**config.mk**
```make
export PLATFORM = sky130hd
export DESIGN_NAME = tt_um_readback
export DESIGN_NICKNAME = d
export VERILOG_FILES = /design/src/rtl/tt_um_readback.sv
export SDC_FILE = /design/constraint.sdc
export NUM_CORES = 1
export LEC_CHECK = 0
export ABC_AREA = 1
export ABC_CLOCK_PERIOD_IN_PS = 1900
export CAP_MARGIN = 20
export CORE_AREA = 4 4 111 140
export DETAILED_ROUTE_END_ITERATION = 16
export DIE_AREA = 0 0 115 144
export PLACE_DENSITY_LB_ADDON = 0.08
export SETUP_SLACK_MARGIN = 0.02
export SYNTH_ARGS = -nofsm -noshare
export SYNTH_HDL_FRONTEND = slang
export SYNTH_SLANG_ARGS = --single-unit
```
**constraint.sdc**
```tcl
create_clock -name clk -period 1.9 [get_ports clk]
set_input_delay 0.475 -clock clk [delete_from_list [all_inputs] [get_ports clk]]
set_output_delay 0.475 -clock clk [all_outputs]
set_load 0.01 [all_outputs]
```
**src/rtl/tt_um_readback.sv**
```systemverilog
// tt_um_readback: streams selected weight-store columns out as LO/HI byte pairs
// over a valid/ready handshake, snapshotting each column before it is sent.
module tt_um_readback #(
    parameter int MAX_IN_LEN  = 16,
    parameter int MAX_OUT_LEN = 8,
    parameter int WIDTH       = 2
) (
    input  logic                                         clk,
    input  logic                                         rst,
    input  logic                                         ena,
    input  logic [WIDTH*MAX_IN_LEN*MAX_OUT_LEN-1:0]      ui_weights,
    input  logic                                         ui_start,
    input  logic [$clog2(MAX_OUT_LEN*WIDTH)-1:0]         ui_first_col,
    input  logic [$clog2(MAX_OUT_LEN*WIDTH):0]           ui_num_cols,
    input  logic                                         ui_ready,
    output logic [7:0]                                   uo_data,
    output logic                                         uo_valid,
    output logic                                         uo_last,
    output logic                                         uo_busy,
    output logic                                         uo_done
);
    localparam int C    = MAX_OUT_LEN * WIDTH;
    localparam int CW   = $clog2(C);
    localparam int NW   = CW + 1;
    localparam int ROWS = (MAX_IN_LEN < 16) ? MAX_IN_LEN : 16;

    typedef enum logic [1:0] {IDLE, SEND_LO, SEND_HI} state_t;

    state_t          state_q, state_d;
    logic [CW-1:0]   col_q, col_d, col_nx, sel;
    logic [NW-1:0]   left_q, left_d;
    logic [15:0]     shadow_q, shadow_d, col_bits;
    logic            done_q, done_d, xfer;

    assign col_nx = (col_q == CW'(C - 1)) ? '0 : col_q + 1'b1;
    assign sel    = (state_q == IDLE) ? ui_first_col : col_nx;
    assign xfer   = ena & uo_valid & ui_ready;

    // Gather one column: row r of column c lives at bit r*C + c.
    always_comb begin
        col_bits = '0;
        for (int r = 0; r < ROWS; r++) col_bits[r] = ui_weights[r*C + int'(sel)];
    end

    always_comb begin
        state_d  = state_q;
        col_d    = col_q;
        left_d   = left_q;
        shadow_d = shadow_q;
        done_d   = ena ? 1'b0 : done_q;
        case (state_q)
            IDLE: if (ena && ui_start) begin
                state_d  = SEND_LO;
                col_d    = ui_first_col;
                left_d   = (ui_num_cols == '0) ? NW'(C) : ui_num_cols;
                shadow_d = col_bits;
            end
            SEND_LO: if (xfer) state_d = SEND_HI;
            SEND_HI: if (xfer) begin
                if (left_q == NW'(1)) begin
                    state_d = IDLE;
                    left_d  = '0;
                    done_d  = 1'b1;
                end else begin
                    state_d  = SEND_LO;
                    col_d    = col_nx;
                    left_d   = left_q - 1'b1;
                    shadow_d = col_bits;
                end
            end
            default: state_d = IDLE;
        endcase
    end

    always_ff @(posedge clk) begin
        if (rst) begin
            state_q  <= IDLE;
            col_q    <= '0;
            left_q   <= '0;
            shadow_q <= '0;
            done_q   <= 1'b0;
        end else begin
            state_q  <= state_d;
            col_q    <= col_d;
            left_q   <= left_d;
            shadow_q <= shadow_d;
            done_q   <= done_d;
        end
    end

    assign uo_valid = state_q != IDLE;
    assign uo_busy  = state_q != IDLE;
    assign uo_data  = (state_q == SEND_LO) ? shadow_q[7:0] :
                      (state_q == SEND_HI) ? shadow_q[15:8] : 8'h00;
    assign uo_last  = (state_q == SEND_HI) && (left_q == NW'(1));
    assign uo_done  = done_q;
endmodule

```
==> results of run 1 <==
-- kinds of logic (layout without fill, tap and decap cells) --
family / count (synthesis) / after routing / synth area share [%]
xor gates and xnor gates: 3 / 3 / 0.522
adders and majority gates: 3 / 3 / 0.746
other: 0 / 1 / 0
buffers and inverters: 333 / 673 / 27.2
and+or+nand+nor: 563 / 563 / 54.4
AOI/OAI and AO/OA: 55 / 55 / 6.02
DFF: 28 / 28 / 11.1
-- Yosys cell counts, types with 4 or more instances --
| cell type | number |
|---|---|
| buf_6 | 9 |
| buf_1 | 6 |
| clkbuf_1 | 18 |
| nand3_1 | 327 |
| o22ai_1 | 9 |
| nand3b_1 | 48 |
| nor2_1 | 11 |
| dfxtp_1 | 28 |
| inv_1 | 260 |
| inv_2 | 4 |
| a21oi_1 | 26 |
| nand2_1 | 169 |
| o21ai_0 | 10 |
| buf_2 | 32 |
-- how the worst max path moves through the flow --
stage / startpoint / to / slack [ns] / depth (start not counted)
CTS: state_q[1] / uo_data[3] / -0.06 / 8
floorplan: col_q[0] / shadow_q[6] / 0.16 / 12
global placement: ui_first_col[1] / shadow_q[1] / -0.44 / 11
finish: state_q[1] / uo_data[3] / -0.06 / 8
detailed placement: ui_first_col[1] / shadow_q[1] / -0.40 / 11
global route: state_q[1] / shadow_q[13] / -0.11 / 16
-- worst reg2reg max path: cells and delay by family (launching register included) --
| family | cells | cell delay (ns) |
|---|---|---|
| buffers and inverters | 7 | 0.75 |
| flip-flops | 1 | 0.34 |
| AND/OR/NAND/NOR | 8 | 0.80 |
-- power by group through the flow --
| stage | Sequential (W) | Clock, W | Combinational (W) |
|---|---|---|---|
| after floorplan | 0.000763 | 0 | 0.00227 |
| after global placement | 0.000766 | 0 | 0.00406 |
| after detailed placement | 0.000767 | 0 | 0.00407 |
| after CTS | 0.000762 | 0.000660 | 0.00535 |
| after global routing | 0.000775 | 0.000679 | 0.00649 |
| final | 0.000769 | 0.000652 | 0.00616 |
-- registers in the layout, summed over array words and instances, names as in the netlist --
name / flops
state_q: 2
col_q: 4
left_q: 5
uo_done: 1
shadow_q: 16
-- metal layers --
| layer | GRT usage (%) | up-vias | part of all wire, % |
|---|---|---|---|
| met3 | 4.44 | 117 | 9.2 |
| met5 | 0 | - | 0 |
| met1 | 37.4 | 3799 | 37 |
| li1 | - | 3789 | - |
| met4 | 14.3 | 0 | 6.0 |
| met2 | 52.0 | 534 | 48 |
-- area by class of cell --
cell class / instances / area (sq um)
diodes: 1 / 2.50
clock buffers: 3 / 75.1
clock inverters: 1 / 30.0
fillers: 1107 / 3720
inverters: 265 / 1010
multi-input cells: 624 / 3930
flip-flops and latches: 28 / 564
well taps: 178 / 223
repair buffers: 404 / 4660
-- through the flow --
step           cell area (sq um)  setup TNS [ns]  utilization, %  hold WS, ns
2_1_floorplan               5030               0               -        0.487
3_3_place_gp                8530           -5.97            60.0        0.461
3_5_place_dp                8530           -6.06            60.0        0.466
4_1_cts                     9800          -0.151            68.9        0.480
5_1_grt                    10500           -1.50            73.8        0.505
6_report                   10500          -0.265            73.8        0.470
-- timing repair --
action                                  CTS  global route
pin swaps                                37            32
endpoints found under the setup margin   27            30
resized for setup                       157           100
cloned                                   15             8
setup buffers                            28             7
==> metrics.txt, run 1 <==
sw frac=45.2%; GPL Wtd Cong=0.918; cell total after placement=1445; Setup Skew=0.00798 ns; routed vias=8239; vias in the first global route=7431; ys flop type=dfxtp_1; r2r startpoint=state_q[1]; r2r setup slk=-0.03 ns; Slew Limit Fails=0; Worst Hold End=uo_done; static leakage=5.31 nW; most frequent cells in the layout=clkdlybuf4s50_1, inv_1, nand3_1; CTS tree=built; Total GRT Usage=30.4%; CP Class=register to output port; Initial DRT Pass Iterations=6; H-tree depth=1; total power=0.00759 W; Worst Reg-to-Reg Cells=15; area leader, netlist=nand3_1; status=finished, violations left; setup ws final=-0.0621 ns; Achievable Freq=510 MHz; Place WS=-0.399 ns; total CTS buffers=3; overflow left after global routing=0; Final Net Count=1599; worst r2r dst=shadow_q[8]; Worst Hold Class=register to register; Tmin final=1.96 ns; max-capacitance violation count=0; DR iter-0 viols=939; switching power=0.00343 W; CP max-delay cell=dfxtp_2; clk buf depth=2; post-synthesis sequential area ratio=11.1%; Distinct cells, synth=28; post-route insts no fill=1504; layout cell share with drive strength beyond 1=23.2%; Syn-to-layout area delta=109%; Arr. time, crit path=1.49 ns; CORE AREA=14200 sq um; # rows=49; Max rail drop VDD=0.000467 V; post-synthesis cell count=985; Root Driver=clkbuf_16; largest net degree at the start of global routing=49; Syn. warnings=0; syn nets=1258; initial antenna violation count=1; top post-synthesis cells by area=nand3_1, inv_1, nand2_1; Port Buffers=281; Int Pwr=0.00416 W; final hold violations=0; wire per inst=19.3 um; post-route ant nets=0; part of the power in registers=10.1%; crit-path max cell delay=0.34 ns; RSZ-0062 raised after global routing=true; DRC Markers=0; Post-Syn Area=5030 sq um; post-DP HPWL=18.0 mm; CTS Hold Bufs=0; sequence of cells on the critical path=buf_6 -> inv_4 -> nor2_4 -> inv_6 -> buf_8 -> o22ai_2 -> buf_4 -> buf_6; first-pass GRT wire length=39.7 mm; Initial Utilization=35.4%; Skew-Pair Late Insertion Delay=0.27 ns; HP Start=uo_done; Crit. End Element=output port; # IOs=282; final setup fails=11; Syn Area/Cell=5.11 sq um; Final Cycle Share=103%; Clk pwr share=8.6%; Worst setup SP type=register; Comb power frac=81.3%; WL final=29.0 mm; Post-synth EDFFs=0; Crit path top cell by count=buf_6; synthesis-stage register bit count=28; Clock Pin Slew Worst Setup and Hold Paths=0.07 ns; cell family with most CP delay=buffers and inverters; Crit path buffers/inverters=6; commonest non-fill, non-tap cell in the layout=clkdlybuf4s50_1; die width=115 um; area share of the largest cell type after synthesis=32.5%; full die area=16600 sq um; worst-path maximum fanout=7; failing checks=negative setup slack; total power divided by cell area=722 nW/um^2; Worst-Margin Slew=0.263 ns; Max-slew headroom=82.4%; # clock sinks=28; Req. time, crit path=1.42 ns; ys async rst share=0%; Die Ht=144 um; vias per cell=5.48; Hold Path Cell Cnt=2
(Power assumes the default switching activity.)
==> inputs of run 2 (changes only) <==
- CTS_CLUSTER_SIZE: not set -> 40
- HOLD_SLACK_MARGIN: not set -> 0.05
- PLACE_DENSITY_LB_ADDON: 0.08 -> 0.1
==> run 2 against run 1 <==
The run now ends clean; sequential power increased by 0.7%; wire length decreased by 8.0%; utilization decreased by 5.7 points; flip-flop and latch count unchanged; sequential share of layout area increased by 0.50 points; worst setup slack improved by 0.10 ns; count of clock-buffer cells in the layout increased by 1; clock power decreased by 18%; critical path type is now register to register; largest cell class unchanged; highest routed layer unchanged.
==> metrics.txt, run 2 (synthesis gave the netlist of run 1 again) <==
Arr. time, crit path=2.07 ns; post-DP HPWL=18.4 mm; Total GRT Usage=26.6%; Final Cycle Share=97.8%; Max rail drop VDD=0.000371 V; first-pass GRT wire length=35.2 mm; Place WS=-0.315 ns; part of the power in registers=11.9%; H-tree depth=1; # clock sinks=28; # rows=49; # IOs=282; Tmin final=1.86 ns; most frequent cells in the layout=nand3_1, clkdlybuf4s50_1, inv_1; Int Pwr=0.00350 W; max-capacitance violation count=0; RSZ-0062 raised after global routing=true; GPL Wtd Cong=0.933; total CTS buffers=3; Worst Reg-to-Reg Cells=13; final setup fails=0; wire per inst=18.0 um; routed vias=7785; Max-slew headroom=82.3%; Port Buffers=281; Worst Hold Class=register to register; CTS tree=built; layout cell share with drive strength beyond 1=15.8%; DRC Markers=0; largest net degree at the start of global routing=48; Worst setup SP type=register; Syn-to-layout area delta=92.6%; overflow left after global routing=0; DR iter-0 viols=876; full die area=16600 sq um; sw frac=46.0%; Die Ht=144 um; max FFs per register=16; setup ws final=0.0413 ns; Req. time, crit path=2.11 ns; post-route ant nets=0; Root Driver=clkbuf_16; WL final=26.7 mm; total power divided by cell area=668 nW/um^2; Skew-Pair Late Insertion Delay=0.26 ns; initial antenna violation count=2; CORE AREA=14200 sq um; Clk pwr share=8.2%; Setup Skew=0.00344 ns; Initial Utilization=35.4%; total power=0.00648 W; clk buf depth=2; Clock Pin Slew Worst Setup and Hold Paths=0.07 ns; Largest Register=shadow_q; Comb power frac=79.8%; status=completed; Hold Path Cell Cnt=2; switching power=0.00298 W; Crit. End Element=register; Final Net Count=1577; vias per cell=5.25; Achievable Freq=538 MHz; vias in the first global route=6848; final hold violations=0; commonest non-fill, non-tap cell in the layout=nand3_1; static leakage=4.95 nW; die width=115 um; worst-path maximum fanout=6; biggest registers after layout=shadow_q (16), left_q (5), col_q (4); CP Class=register to register; Initial DRT Pass Iterations=6; Slew Limit Fails=0; Worst-Margin Slew=0.266 ns
-- run 2: cell types whose count changed in the layout (fill, tap and decap cells not counted), moves of 9 or more --
cell,change
nand3_1,+61
buf_12,-12
buf_16,-13
nand2_2,-17
nand3_2,-59
buf_4,-10
nand2_1,+20
clkbuf_16,+9
-- run 2: what timing repair did --
| item | in CTS | in global routing |
|---|---|---|
| gates resized for setup | 54 | 106 |
| buffers inserted | 4 | 7 |
| hold buffers | 0 | 0 |
| endpoints found under the setup margin | 25 | 28 |
| pin swaps | 1 | 30 |
| cloned | 2 | 21 |
-- run 2: worst paths after layout --
check	from	to	slack, ns
worst min-delay path	uo_done	uo_done	0.47
worst min register to register	uo_done	uo_done	0.47
worst max-delay path	col_q[0]	shadow_q[0]	0.04
worst max register to register	col_q[0]	shadow_q[0]	0.04
-- run 2: area by class of cell --
cell class	instances	area (sq um)
multi-input combinational	627	3610
tap	178	223
clock buffer	4	88.8
fill	1320	4530
timing repair buffer	378	4170
inverter	265	1020
sequential	28	569
timing repair inverter	1	5.00
antenna	2	5.00
-- run 2: worst max-delay path: stages, from the launching register on --
cell and delay [ns]:
dfxtp_2 0.35, buf_4 0.13, clkinvlp_4 0.14, nand3_4 0.21, nand2_8 0.13, buf_16 0.17
buf_4 0.14, nand2_1 0.07, nand3_1 0.08, nand3_1 0.11, nand3_2 0.09, nand3_1 0.08
nand2_1 0.05, inv_1 0.05
-- run 2: per-layer routing --
| layer | part of all wire [%] | GRT usage, % | wire length, um | up-vias |
|---|---|---|---|---|
| met5 | 0 | 0 | 0 | - |
| met4 | 3.7 | 8.47 | 999 | 0 |
| met3 | 9.9 | 3.22 | 2640 | 59 |
| met2 | 49 | 47.2 | 13100 | 419 |
| met1 | 37 | 33.3 | 9940 | 3562 |
| li1 | - | - | - | 3745 |
-- run 2: power groups by stage --
stage | sequential [W] | clock, W | combinational, W
after global placement | 0.000766 | 0 | 0.00400
after floorplan | 0.000763 | 0 | 0.00227
after global routing | 0.000789 | 0.000561 | 0.00554
after detailed placement | 0.000767 | 0 | 0.00401
after CTS | 0.000756 | 0.000537 | 0.00418
final | 0.000774 | 0.000532 | 0.00517
-- run 2: through the flow --
step	setup TNS (ns)	cells	hold slack, ns	utilization (%)	cell area (sq um)
after floorplan	0	985	0.487	-	5030
after global placement	-5.17	1443	0.459	59.7	8490
after detailed placement	-5.57	1443	0.464	59.7	8490
after CTS	-0.205	1453	0.478	61.5	8750
after global routing	-0.402	1483	0.495	68.1	9690
final	0	1483	0.470	68.1	9690
